`src/rtl/uart_tx_arbiter.sv`:
```
// Shares one UART transmit FIFO between NUM_REQ requesters: round-robin grant, then the
// owner keeps the FIFO until it pushes EOL_CHAR or idles for LOCK_TIMEOUT cycles.
// Optional build macro UART_ARB_TAG_EN prefixes every locked message with an ASCII owner digit.
//
// state    | meaning
// S_IDLE   | no owner; round-robin search from rr_ptr
// S_TAG    | (UART_ARB_TAG_EN only) pushing the '0'+owner tag byte
// S_LOCKED | owner streams bytes until EOL or idle timeout
module uart_tx_arbiter #(
   parameter int                    NUM_REQ      = 4,
   parameter int                    DATA_WIDTH   = 8,
   parameter logic [DATA_WIDTH-1:0] EOL_CHAR     = 'h0A,
   parameter int                    LOCK_TIMEOUT = 255,
   localparam int                   GW           = (NUM_REQ > 1) ? $clog2(NUM_REQ) : 1
) (
   input  logic                          clk,
   input  logic                          reset,
   input  logic [NUM_REQ-1:0]            req_valid,
   input  logic [NUM_REQ*DATA_WIDTH-1:0] req_data,
   output logic [NUM_REQ-1:0]            req_ready,
   input  logic                          fifo_full,
   output logic [DATA_WIDTH-1:0]         fifo_byte,
   output logic                          fifo_push,
   output logic [GW-1:0]                 grant_id,
   output logic                          busy
);

   typedef enum logic [1:0] {
      S_IDLE   = 2'd0,
`ifdef UART_ARB_TAG_EN
      S_TAG    = 2'd1,
`endif
      S_LOCKED = 2'd2
   } state_e;

   state_e                  state_q, state_d;
   logic [GW-1:0]           owner_q, owner_d;
   logic [GW-1:0]           rr_ptr_q, rr_ptr_d;
   logic [7:0]              idle_cnt_q, idle_cnt_d;

   logic [GW-1:0]           winner;
   logic                    found;
   int                      idx;
   logic [GW-1:0]           owner_next;
   logic [DATA_WIDTH-1:0]   owner_byte;
   logic                    owner_valid;

   // First set req_valid bit at or after rr_ptr, wrapping.
   always_comb begin
      winner = '0;
      found  = 1'b0;
      idx    = 0;
      for (int k = 0; k < NUM_REQ; k++) begin
         idx = int'(rr_ptr_q) + k;
         if (idx >= NUM_REQ) idx = idx - NUM_REQ;
         if (!found && req_valid[idx]) begin
            winner = GW'(idx);
            found  = 1'b1;
         end
      end
   end

   assign owner_next  = (int'(owner_q) == NUM_REQ - 1) ? '0 : GW'(owner_q + 1'b1);
   assign owner_byte  = req_data[int'(owner_q)*DATA_WIDTH +: DATA_WIDTH];
   assign owner_valid = req_valid[owner_q];

   always_comb begin
      state_d    = state_q;
      owner_d    = owner_q;
      rr_ptr_d   = rr_ptr_q;
      idle_cnt_d = idle_cnt_q;
      fifo_push  = 1'b0;
      fifo_byte  = '0;
      req_ready  = '0;
      case (state_q)
         S_IDLE: begin
            if (found) begin
               owner_d    = winner;
               idle_cnt_d = '0;
`ifdef UART_ARB_TAG_EN
               state_d    = S_TAG;
`else
               state_d    = S_LOCKED;
`endif
            end
         end
`ifdef UART_ARB_TAG_EN
         S_TAG: begin
            if (!fifo_full) begin
               fifo_push = 1'b1;
               fifo_byte = DATA_WIDTH'(8'h30) + DATA_WIDTH'(owner_q);
               state_d   = S_LOCKED;
            end
         end
`endif
         S_LOCKED: begin
            if (owner_valid) begin
               if (!fifo_full) begin
                  fifo_push          = 1'b1;
                  fifo_byte          = owner_byte;
                  req_ready[owner_q] = 1'b1;
                  idle_cnt_d         = '0;
                  if (owner_byte == EOL_CHAR) begin
                     state_d  = S_IDLE;
                     rr_ptr_d = owner_next;
                  end
               end
            end else begin
               // Owner went quiet: count toward a forced release; nothing is pending, so no byte is lost.
               idle_cnt_d = (idle_cnt_q == 8'hFF) ? idle_cnt_q : idle_cnt_q + 8'd1;
               if (idle_cnt_q == 8'(LOCK_TIMEOUT - 1)) begin
                  state_d  = S_IDLE;
                  rr_ptr_d = owner_next;
               end
            end
         end
         default: state_d = S_IDLE;
      endcase
   end

   always_ff @(posedge clk or negedge reset) begin
      if (!reset) begin
         state_q    <= S_IDLE;
         owner_q    <= '0;
         rr_ptr_q   <= '0;
         idle_cnt_q <= '0;
      end else begin
         state_q    <= state_d;
         owner_q    <= owner_d;
         rr_ptr_q   <= rr_ptr_d;
         idle_cnt_q <= idle_cnt_d;
      end
   end

   assign grant_id = owner_q;
   assign busy     = (state_q != S_IDLE);

endmodule

```
`config.mk`:
```
export PLATFORM = sky130hd
export DESIGN_NAME = uart_tx_arbiter
export DESIGN_NICKNAME = d
export VERILOG_FILES = /design/src/rtl/uart_tx_arbiter.sv
export SDC_FILE = /design/constraint.sdc
export NUM_CORES = 1
export LEC_CHECK = 0
export BUFFER_PORTS_ARGS = -buffer_cell sky130_fd_sc_hd__buf_2
export CORE_MARGIN = 1
export CORE_UTILIZATION = 43
export DETAILED_ROUTE_END_ITERATION = 8
export GPL_TIMING_DRIVEN = 0
export PLACE_DENSITY = 0.77
export SKIP_LAST_GASP = 1
export SYNTH_ARGS = -nofsm -noshare
export SYNTH_HDL_FRONTEND = slang
export SYNTH_SLANG_ARGS = --single-unit
```
`constraint.sdc`:
```
create_clock -name clk -period 2.1 [get_ports clk]
set_input_delay 0.525 -clock clk [delete_from_list [all_inputs] [get_ports clk]]
set_output_delay 0.525 -clock clk [all_outputs]
set_load 0.1 [all_outputs]
```
==> metrics.txt <==
status finished with violations; failing checks negative setup slack; Slew headroom 43.16%; Yosys cell types 40; max_cap viols 0; IO Port Bufs 54; Synth Instances 130; routed len/inst 18.81 um; RD Place Congestion 0.8820; biggest cell delay along the critical path 0.57 ns; Seq/Total Area, Yosys 26.18%; worst endpoint required time 1.57 ns; syn_nets 175; most frequent cells in the layout buf_2 (41), buf_12 (13), and2_4 (11), dfrtp_1 (10), inv_1 (9); die height 55.76 um; gr ovfl total 0; Max VDD drop 0.001194 V; Worst Reg-to-Reg Cells 8; flops & latches, synth 13; CTS buffer count 3; Worst Max-Slew Pin Slew 0.8433 ns; ys flop type dfrtp_1; final worst-path cycle share 118.8%; maximum clock insertion buffer count 2; Crit-path slowest cell mux4_2; total power 2876 uW; initial antenna violation count 0; 1st-pass router iterations 4; Skew-Pair Late Insertion Delay 0.29 ns; post-route insts no fill 229; post-DP HPWL 2556 um; clk slew on worst S/H paths 0.08 ns; vias per inst 6.223; final WL 4307 um; arrival time at the worst endpoint 1.97 ns; reg2reg setup slack -0.28 ns; layout cell share with drive strength beyond 1 55.05%; Critical Path Start Type flip-flop; Ys Warns 0; number of DRC markers in iteration 0 71; cell taking the most area after synthesis dfrtp_1; min Tclk post-route 2.496 ns; die width 55.76 um; Cell Rows 19; Via Count 1425; Cell Area, Synth 1242 um2; layout net count 244; Core ar. 2758 um2; post-synth top area share 26.18%; number of flops mapped to enable cells by yosys 0; Reg-to-Reg End idle_cnt_q[2]; CP delay by family, top multiplexers; Leak 0.0009374 uW; htree depth 1; Crit. Startpoint grant_id[0]; cts hold-fix bufs 0; worst setup slack after layout -0.3956 ns; I/O pins 55; max-slew violations 0; CP max FO 5; CTS tree built; endpoints failing setup 23; Die Area 3109 um2; reg2reg start grant_id[0]; asr flop ratio synth 100.0%; hold_ws 0.1052 ns; largest net degree at the start of global routing 14; clock skew 0.004048 ns; Fmax 400.7 MHz; most common cell after layout, fill and taps aside buf_2; Hold WC Path Type primary input to asynchronous set/reset pin; buffers and inverters on the worst path 3; first-pass GRT wire length 6568 um; largest cells by area after synthesis dfrtp_1 (26%), mux4_2 (13%), and2_1 (7.6%); CP Capture Type primary output; vias in the first global route 1365; power per cell area 1420 nW/um2; clock root cell clkbuf_4; Avg Inst Size Synth 9.557 um2; RSZ-0062 raised after global routing yes; CP Cell Sequence mux4_2, nand3_4, inv_4, clkbuf_8, and2_4, buf_12; Residual DRC 0; CTS Sinks 13; Cells after DPL 215; kind of critical path flip-flop to primary output; ANT cells 0; gr usage total 27.68%; antenna-violating nets left 0; Hold Violations, Final 0; Initial Util 45.05%; P&R area growth vs syn 63.04%
cells in the mapped netlist (2+ instances only):
cell / instances
nand3b_1: 2
and3_1: 3
or3_1: 4
mux2i_1: 3
ha_1: 6
inv_1: 10
a211o_1: 2
a31oi_1: 2
nor3_1: 3
clkbuf_1: 3
and2_1: 15
o21ai_0: 7
nand2_1: 7
a21oi_1: 5
dfrtp_1: 13
nand2b_1: 3
mux4_1: 2
nand4_1: 3
mux4_2: 7
nand3_1: 8
o41ai_1: 2
o31ai_1: 2
report_power, final:
part / total [uW] / internal, uW / switching (uW)
clock network: 161 / 74.1 / 87.0
logic: 2310 / 926 / 1380
registers: 409 / 317 / 92.2
total: 2880 / 1320 / 1560
area by class of cell:
type                            count  area (um2)
Clock buffer                        4       26.28
Inverter                           10       40.04
Timing Repair Buffer               64       554.3
Buffer                              5       52.55
Tap cell                           31       38.79
Sequential cell                    13       331.6
Fill cell                         174       732.0
Multi-Input combinational cell    102       982.2
state kept, by name (all words and copies together), names as in the netlist:
register and count:
rr_ptr_q 2, state_q 1, idle_cnt_q 8, grant_id 2
worst max path at each step:
stage              endpoint  cells past startpoint
2_1_floorplan  fifo_byte[0]                      5
3_3_place_gp   fifo_byte[3]                      7
3_5_place_dp   fifo_byte[5]                      7
4_1_cts        fifo_byte[2]                      4
5_1_grt        fifo_byte[6]                      6
6_report       fifo_byte[6]                      6
stage by stage:
step / cell area, um2 / setup WS (ns) / util, % / setup TNS (ns)
floorplan: 1333 / -0.3529 / - / -4.635
global placement: 1642 / -0.4789 / 59.53 / -6.517
detailed placement: 1642 / -0.4899 / 59.53 / -7.160
CTS: 1932 / -0.3581 / 70.05 / -5.323
global route: 2026 / -0.4252 / 73.46 / -7.070
finish: 2026 / -0.3956 / 73.46 / -6.053
per-layer routing:
layer	GRT usage [%]	routed length, um	vias to the layer above
met5	0	0	-
met4	11.07	137	0
met3	4.884	398	17
met2	51.46	2289	93
met1	30.94	1483	677
li1	-	-	638
kinds of logic (layout without fill, tap and decap cells):
group | Yosys count | count (layout) | synth area share [%]
compound gates | 27 | 27 | 15.11
mux | 13 | 13 | 20.24
fa+ha+maj | 6 | 6 | 6.042
flops | 13 | 13 | 26.18
buf+inv | 15 | 83 | 5.236
simple gates | 56 | 56 | 27.19
timing repair:
action / 4_1_cts / 5_1_grt
endpoints found under the setup margin: 17 / 22
pin swaps: 6 / 6
cloned: 1 / 0
setup buffers: 8 / 1
resized for setup: 52 / 18
Note: power is estimated with default switching activity, not from simulation.
